File: src/rtl/med_lcd_driver.sv
// HD44780 4-bit character LCD driver: power-on init, then each accepted log byte is shown as two hex chars.
// Optional LCD_CLEAR_ON_WRAP_EN: on line wrap, clear the display (0x01) instead of cursor-home (0x80).
module med_lcd_driver #(
    parameter int POWERUP_CYC = 1500,
    parameter int INIT_CYC    = 200,
    parameter int CMD_CYC     = 40,
    parameter int CLEAR_CYC   = 800,
    parameter int E_PULSE_CYC = 2,
    parameter int COLS        = 16
) (
    input  logic       clk,
    input  logic       rst_n,
    input  logic [7:0] in_data,
    input  logic       in_valid,
    output logic       in_ready,
    output logic       init_done,
    output logic       lcd_rs,
    output logic       lcd_e,
    output logic [3:0] lcd_d
);
    localparam int MAX_A = (POWERUP_CYC > CLEAR_CYC) ? POWERUP_CYC : CLEAR_CYC;
    localparam int MAX_B = (INIT_CYC > CMD_CYC) ? INIT_CYC : CMD_CYC;
    localparam int MAX_C = (MAX_B > E_PULSE_CYC) ? MAX_B : E_PULSE_CYC;
    localparam int MAXW  = (MAX_A > MAX_C) ? MAX_A : MAX_C;
    localparam int CW    = (MAXW > 1) ? $clog2(MAXW) : 1;
    localparam int COLW  = $clog2(COLS + 1);

    // Counters are loaded with N-1 and count down to zero, giving exactly N cycles.
    localparam logic [CW-1:0] C_PWR   = CW'(POWERUP_CYC - 1);
    localparam logic [CW-1:0] C_INIT  = CW'(INIT_CYC - 1);
    localparam logic [CW-1:0] C_CMD   = CW'(CMD_CYC - 1);
    localparam logic [CW-1:0] C_CLEAR = CW'(CLEAR_CYC - 1);
    localparam logic [CW-1:0] C_EP    = CW'(E_PULSE_CYC - 1);

`ifdef LCD_CLEAR_ON_WRAP_EN
    localparam logic [7:0] WRAP_CMD = 8'h01;
`else
    localparam logic [7:0] WRAP_CMD = 8'h80;
`endif

    typedef enum logic [2:0] {S_PWRUP, S_WAKE, S_SET4, S_CFG, S_IDLE, S_HI, S_LO, S_WRAP} state_t;
    typedef enum logic [2:0] {P_HOLD, P_SETUP, P_PULSE, P_GAP, P_WAIT} phase_t;

    function automatic logic [7:0] hex_char(input logic [3:0] n);
        return (n < 4'd10) ? (8'h30 + {4'h0, n}) : (8'h37 + {4'h0, n});
    endfunction

    function automatic logic [7:0] cfg_cmd(input logic [1:0] i);
        case (i)
            2'd0:    return 8'h28;
            2'd1:    return 8'h0C;
            2'd2:    return 8'h06;
            default: return 8'h01;
        endcase
    endfunction

    state_t          r_state, w_state;
    phase_t          r_ph, w_ph;
    logic [CW-1:0]   r_cnt, w_cnt, w_wlen;
    logic [1:0]      r_idx, w_idx;
    logic            r_lo, w_lo;
    logic            r_isbyte, w_isbyte;
    logic [7:0]      r_val, w_val;
    logic            r_rs, w_rs;
    logic [7:0]      r_data, w_data;
    logic [COLW-1:0] r_col, w_col;
    logic            r_done, w_done;
    logic            r_rdy, r_e;
    logic            w_fin, w_start, w_nbyte, w_nrs;
    logic [7:0]      w_nval;

    assign w_wlen = !r_isbyte ? C_INIT :
                    (!r_rs && r_val == 8'h01) ? C_CLEAR : C_CMD;

    always_comb begin
        w_state  = r_state;
        w_ph     = r_ph;
        w_cnt    = r_cnt;
        w_idx    = r_idx;
        w_lo     = r_lo;
        w_isbyte = r_isbyte;
        w_val    = r_val;
        w_rs     = r_rs;
        w_data   = r_data;
        w_col    = r_col;
        w_done   = r_done;
        w_fin    = 1'b0;
        w_start  = 1'b0;
        w_nbyte  = 1'b0;
        w_nrs    = 1'b0;
        w_nval   = 8'h00;

        // Nibble/byte engine: setup, E pulse, (gap + low nibble for bytes), wait.
        case (r_ph)
            P_SETUP: begin
                w_ph  = P_PULSE;
                w_cnt = C_EP;
            end
            P_PULSE: begin
                if (r_cnt == '0) begin
                    if (r_isbyte && !r_lo) begin
                        w_ph = P_GAP;
                    end else begin
                        w_ph  = P_WAIT;
                        w_cnt = w_wlen;
                    end
                end else begin
                    w_cnt = r_cnt - 1'b1;
                end
            end
            P_GAP: begin
                w_ph = P_SETUP;
                w_lo = 1'b1;
            end
            P_WAIT: begin
                if (r_cnt == '0) w_fin = 1'b1;
                else             w_cnt = r_cnt - 1'b1;
            end
            default: ;
        endcase

        if (w_fin) begin
            case (r_state)
                S_PWRUP: begin
                    w_state = S_WAKE;
                    w_idx   = 2'd0;
                    w_start = 1'b1;
                    w_nval  = 8'h03;
                end
                S_WAKE: begin
                    w_start = 1'b1;
                    if (r_idx == 2'd2) begin
                        w_state = S_SET4;
                        w_nval  = 8'h02;
                    end else begin
                        w_idx  = r_idx + 2'd1;
                        w_nval = 8'h03;
                    end
                end
                S_SET4: begin
                    w_state = S_CFG;
                    w_idx   = 2'd0;
                    w_start = 1'b1;
                    w_nbyte = 1'b1;
                    w_nval  = cfg_cmd(2'd0);
                end
                S_CFG: begin
                    if (r_idx == 2'd3) begin
                        w_state = S_IDLE;
                        w_ph    = P_HOLD;
                        w_done  = 1'b1;
                    end else begin
                        w_idx   = r_idx + 2'd1;
                        w_start = 1'b1;
                        w_nbyte = 1'b1;
                        w_nval  = cfg_cmd(r_idx + 2'd1);
                    end
                end
                S_HI: begin
                    w_col   = r_col + 1'b1;
                    w_state = S_LO;
                    w_start = 1'b1;
                    w_nbyte = 1'b1;
                    w_nrs   = 1'b1;
                    w_nval  = hex_char(r_data[3:0]);
                end
                S_LO: begin
                    w_col = r_col + 1'b1;
                    if (w_col == COLW'(COLS)) begin
                        w_state = S_WRAP;
                        w_start = 1'b1;
                        w_nbyte = 1'b1;
                        w_nval  = WRAP_CMD;
                    end else begin
                        w_state = S_IDLE;
                        w_ph    = P_HOLD;
                    end
                end
                S_WRAP: begin
                    w_col   = '0;
                    w_state = S_IDLE;
                    w_ph    = P_HOLD;
                end
                default: ;
            endcase
        end else if (r_state == S_IDLE && in_valid && r_rdy) begin
            w_data  = in_data;
            w_state = S_HI;
            w_start = 1'b1;
            w_nbyte = 1'b1;
            w_nrs   = 1'b1;
            w_nval  = hex_char(in_data[7:4]);
        end

        if (w_start) begin
            w_ph     = P_SETUP;
            w_lo     = 1'b0;
            w_isbyte = w_nbyte;
            w_val    = w_nval;
            w_rs     = w_nrs;
        end
    end

    always_ff @(posedge clk or negedge rst_n) begin
        if (!rst_n) begin
            r_state  <= S_PWRUP;
            r_ph     <= P_WAIT;
            r_cnt    <= C_PWR;
            r_idx    <= '0;
            r_lo     <= 1'b0;
            r_isbyte <= 1'b0;
            r_val    <= '0;
            r_rs     <= 1'b0;
            r_data   <= '0;
            r_col    <= '0;
            r_done   <= 1'b0;
            r_rdy    <= 1'b0;
            r_e      <= 1'b0;
        end else begin
            r_state  <= w_state;
            r_ph     <= w_ph;
            r_cnt    <= w_cnt;
            r_idx    <= w_idx;
            r_lo     <= w_lo;
            r_isbyte <= w_isbyte;
            r_val    <= w_val;
            r_rs     <= w_rs;
            r_data   <= w_data;
            r_col    <= w_col;
            r_done   <= w_done;
            r_rdy    <= (w_state == S_IDLE);
            r_e      <= (w_ph == P_PULSE);
        end
    end

    assign in_ready  = r_rdy;
    assign init_done = r_done;
    assign lcd_rs    = r_rs;
    assign lcd_e     = r_e;
    assign lcd_d     = (r_isbyte && !r_lo) ? r_val[7:4] : r_val[3:0];
endmodule

File: config.mk
export PLATFORM = sky130hd
export DESIGN_NAME = med_lcd_driver
export DESIGN_NICKNAME = d
export VERILOG_FILES = /design/src/rtl/med_lcd_driver.sv
export SDC_FILE = /design/constraint.sdc
export NUM_CORES = 1
export LEC_CHECK = 0
export CAP_MARGIN = 15
export CORE_MARGIN = 4
export CORE_UTILIZATION = 45
export CTS_CLUSTER_DIAMETER = 50
export DETAILED_ROUTE_END_ITERATION = 10
export GPL_ROUTABILITY_DRIVEN = 0
export PLACE_DENSITY_LB_ADDON = 0.05
export SLEW_MARGIN = 10
export SYNTH_ARGS = -nofsm -noshare
export SYNTH_HDL_FRONTEND = slang
export SYNTH_SLANG_ARGS = --single-unit
File: constraint.sdc
create_clock -name clk -period 2.67 [get_ports clk]
set_clock_uncertainty 0.15 [all_clocks]
set_input_delay 0.267 -clock clk [delete_from_list [all_inputs] [get_ports clk]]
set_output_delay 0.267 -clock clk [all_outputs]
set_load 0.01 [all_outputs]
# Word level (Yosys, flattened, before mapping)

Cells that the tools add are included.

Add/sub/neg operators: 7
$lt $le $gt $ge: 2
Equality and inequality tests: 23
Mux-type cells: 47
Bitwise gates (word level): 1
Reduce and logical (&&, ||, !) cells: 22

Operator list:

| operator                | number |
|---|---|
| $pmux W8 S6             | 1 |
| $mux W11                | 3 |
| $pmux W11 S3            | 1 |
| $mux W3                 | 10 |
| $add A6 B4 Y7 const A   | 4 |
| $mux W7                 | 3 |
| $pmux W3 S7             | 1 |
| $mux W10                | 2 |
| $eq A3 B3 Y1 const B    | 6 |
| $pmux W3 S3             | 2 |
| $pmux W6 S3             | 1 |
| $mux W8                 | 2 |
| $eq A3 B2 Y1 const B    | 5 |
| $mux W1                 | 12 |
| $logic_not A11 Y1       | 1 |
| $sub A11 B1 Y11 const B | 1 |
| $pmux W5 S2             | 1 |
| $eq A8 B1 Y1 const B    | 1 |
| $lt A4 B4 Y1 const B    | 2 |
| $eq A2 B2 Y1 const B    | 3 |
| $eq A3 B1 Y1 const B    | 2 |
| $mux W2                 | 3 |
| $mux W6                 | 1 |
| $ne A2 B2 Y1 const B    | 3 |
| 20 further kinds        | 31 |

Register bits: 42
Input port bits: 11
Output and inout bits: 8
Logic and storage cells: 115

# Longest topological paths before layout

Depth after elaboration: 10
Depth in mapped cells: 9
Gate-level depth less buffers: 7

# Least setup slack after synthesis

OpenSTA, ideal clock, no wires.

Path kind: register to register
Start: register r_cnt[0]
End: register r_cnt[5]
Setup time: 0.121 ns
Arrival: 1.861 ns
Required time: 2.399 ns
Path slack: 0.538 ns
Cell stages (with the launch flop): 8
Buffers on the path: 1
Period minus slack after synthesis: 2.132 ns
Path through: dfstp_2 inv_1 ha_1 nor4b_4 nand3_2 a221o_1 buf_6 a22o_1

Word-level cells in the longest chain between the ends: 3
Elaborated cells between the ends (all ways): 8
Those cells by class: add/sub (1); eq/ne (2); mux (3); reduce/logical (2)

Ends and longest elaborated chain:

| item                                                        | line | RTL |
|---|---|---|
| from (decl)                                                 | 59   | `logic [CW-1:0] r_cnt, w_cnt, w_wlen;` |
| from (signal assigned)                                      | 222  | `r_cnt <= w_cnt;` |
| $sub A11 B1 Y11 / $logic_not A11 Y1 (equally long branches) | n/a  |  |
| $mux W11, or another cell as far along                      | 116  | `if (r_cnt == '0) w_fin = 1'b1;` |
| $pmux W11 S3 / $reduce_and A3 Y1 (equally long branches)    | n/a  |  |

Several ways; a longest one is shown, not always the timed one. The select of a mux whose other input is x is not followed.
A chain may end at the register's enable or synchronous reset.

# Worst setup path after layout

Start: register r_cnt[0]
End: register r_cnt[9]

The elaborated chain is that of the path after synthesis.

==> key figures <==
Outcome
  • Status: finished, final reports clean

Drt
  • Routed Antenna Nets: 0
  • Avg WL per Cell: 16.3 um
  • Initial DRC Count: 90
  • DR vias: 2471
  • Pre-antenna DRT Iters: 4
  • WL final: 6940 um
  • Remaining DRCs: 0
  • DR vias/cell: 5.80

GRT
  • Largest net degree at the start of global routing: 43
  • All-Layer GR Usage: 19.4%
  • Vias in the first global route: 2450
  • Initial antenna violation count: 0
  • Global-route wire length before repair: 11900 um
  • GRT Residual Overflow: 0

Critical path
  • WS Path Type: register to register
  • Worst path cell trace: inv_1 -> ha_1 -> nor4b_4 -> nand4_1 -> a221o_1 -> o21a_1 -> o22a_1
  • FF-to-FF setup slack: 220 ps
  • Startpoint Class: register
  • Req. time, crit path: 2710 ps
  • Max incr delay on CP: 550 ps
  • Crit-path slowest cell: a221o_1
  • Critical path fanouts, max: 12
  • Worst Path Arrival: 2490 ps
  • CP endpoint kind: register

Synthesis
  • Post-Synth XOR/XNOR Area: 1.81%
  • Top cell type's share of synthesized area: 28.4%
  • Synth Area in Compound Gates: 22.8%
  • Unique masters post-synth: 62
  • Post-synthesis mux area share: 3.02%
  • Net Count, Synth: 351
  • Number of flops mapped to enable cells by yosys: 0
  • Seq/Total Area, Yosys: 36.6%
  • Async SR Flop Fraction: 100%
  • Synth warnings: 0
  • Yosys top cell by area: dfrtp_1
  • Main combinational cell family by area after synthesis: simple AND/OR/NAND/NOR gates
  • Mean post-synth cell area: 8.85 um2
  • Post-synthesis cell count: 328
  • Primary FF master, synth: dfrtp_1
  • Top cells by area, synth: dfrtp_1 28%, dfstp_2 8.1%, ha_1 5.2%
  • Synth Area in Adders: 5.86%
  • Synthesized flop and latch total: 42
  • Simple-gate share of the synthesized area: 25.6%
  • Mapped Area: 0.00290 mm2

Floorplanning
  • Die ar.: 0.00780 mm2
  • Initial Util: 46.0%
  • I/O pin count: 19
  • Row Count: 29
  • Die Span X: 88.3 um
  • Core region area: 0.00631 mm2
  • Die H: 88.3 um

Clock network
  • Worst-case clock buffer depth: 2
  • Worst-skew pair later-pin latency: 290 ps
  • H-tree depth: 2
  • TritonCTS buffer count: 5
  • Root Buffer: clkbuf_8
  • Clk slew on worst S/H paths: 80 ps
  • TritonCTS clock tree: yes
  • Number of setup buffers added after CTS: 0
  • CTS sink cnt: 42

Power
  • Net switching power: 233 uW
  • Internal power: 861 uW
  • LEAKAGE: 0.00138 uW
  • Clock power frac: 38.5%
  • Peak supply drop: 204 uV
  • Sequential share of power: 58.1%
  • Switching Fraction: 21.3%
  • Comb power frac: 3.3%
  • Power Density: 335 mW/mm2

STA
  • Tcrit/Tclk final: 91.6%
  • Setup ws final: 224 ps
  • Max-Slew Margin vs Limit: 37.9%
  • Highest clock rate: 409 MHz
  • Final setup viols: 0
  • RSZ-0062 raised after global routing: no
  • Total negative slack: 0 ps
  • Smallest hold slack: 317 ps
  • Slew of the pin with the lowest slew margin: 932 ps
  • Max-slew violation count: 0
  • Final hold violation count: 0
  • Minimum clock period: 2450 ps

Cells and area
  • Synthesis-to-finish area growth: 12.5%
  • Post-Route Utilization: 51.8%
  • Commonest non-fill, non-tap cells in the layout: 33 x dfrtp_1, 28 x nand2_1, 27 x a21oi_1, 24 x nor2_1, 19 x o21ai_0
  • Share of cells above drive strength 1: 13.5%
  • Final cell count without fillers: 426
  • Most common cell after layout, fill and taps aside: dfrtp_1
  • N_diodes: 0
  • Nets: 371

Place
  • Post-DP HPWL: 5240 um
  • Cells after DPL: 417
  • IO Port Bufs: 18
  • Placement Setup Slack: 220 ps

Min path
  • Hold WC Path Type: register to register

Flow run
  • Max-Cap Viols: 0
[synth_stat cells (3+ instances only)]
| cell type | instances |
|---|---|
| and2_1 | 4 |
| a21o_1 | 6 |
| xnor2_1 | 5 |
| o21ai_0 | 19 |
| o21a_1 | 3 |
| and3_1 | 5 |
| ha_1 | 12 |
| clkbuf_1 | 11 |
| a22oi_1 | 6 |
| or3_1 | 4 |
| nand2_1 | 28 |
| nor3_1 | 5 |
| nand4_1 | 5 |
| nor2_1 | 24 |
| nor2b_1 | 13 |
| dfstp_2 | 9 |
| nand4b_1 | 3 |
| inv_1 | 13 |
| a31oi_1 | 6 |
| a221o_1 | 5 |
| a21oi_1 | 27 |
| nor3b_1 | 6 |
| nand3_1 | 10 |
| or2_2 | 3 |
| o22ai_1 | 4 |
| and4_1 | 3 |
| mux2_2 | 6 |
| nand2b_1 | 5 |
| dfrtp_1 | 33 |
[path summary, 6_finish.rpt]
kind | cells after the start | startpoint | end
min in group asynchronous | 2 | rst_n | r_cnt[9]
max | 7 | r_cnt[0] | r_cnt[9]
min | 1 | init_done | init_done
min reg2reg | 1 | init_done | init_done
max reg2reg | 7 | r_cnt[0] | r_cnt[9]
max in group asynchronous | 2 | rst_n | r_data[3]
[power by group through the flow]
stage | Clock (uW) | Combinational [uW] | Sequential [uW]
floorplan | 0 | 6.38 | 648
global placement | 0 | 36.4 | 648
detailed placement | 0 | 36.6 | 648
CTS | 437 | 38.0 | 636
global route | 465 | 41.3 | 636
finish | 422 | 36.4 | 636
[stage by stage]
stage	area, um2	power, uW
6_report	3270	1090
5_1_grt	3270	1140
4_1_cts	3270	1110
3_5_place_dp	3170	685
3_3_place_gp	3170	685
2_1_floorplan	2900	655
[metal layers]
| layer | share of wire [%] | vias up | global-route usage, % |
|---|---|---|---|
| li1 | - | 1248 | - |
| met1 | 45 | 1184 | 24.5 |
| met2 | 51 | 30 | 34.5 |
| met3 | 2.4 | 9 | 2.89 |
| met4 | 1.2 | 0 | 5.08 |
| met5 | 0 | - | 0 |
[flip-flops by register name, indices dropped and copies added (netlist names)]
name       cells
in_ready       1
r_isbyte       1
r_data         4
r_state        3
r_ph           3
r_val          8
r_idx          2
r_lo           1
r_cnt         11
init_done      1
lcd_rs         1
r_col          5
lcd_e          1
[worst max-delay path: cells and delay by family (launching register included)]
kind,cells,cell delay (ps)
simple gates,2,660
fa+ha+maj,1,150
compound gates,3,890
buf+inv,1,90
flops,1,390
[layout make-up]
type / instances / area (um2)
fillers: 615 / 3050
clock buffers: 7 / 86.3
flip-flops and latches: 42 / 1060
multi-input cells: 258 / 1720
well taps: 77 / 96.3
clock inverters: 1 / 5.00
inverters: 13 / 48.8
repair buffers: 28 / 253
[kinds of logic (layout without fill, tap and decap cells)]
logic type                 count (synthesis)  count (layout)
and+or+nand+nor                          130             130
AOI/OAI and AO/OA                        100             100
DFF                                       42              42
buffers and inverters                     28              49
adders and majority gates                 14              14
muxes                                      8               8
xor gates and xnor gates                   6               6
[what timing repair did]
| item | in CTS | in global routing |
|---|---|---|
| hold buffers | 1 | 0 |
| endpoints found under the hold margin | 1 | 0 |
| resized for setup | 0 | 0 |
Power figures use the tool's default switching activity.
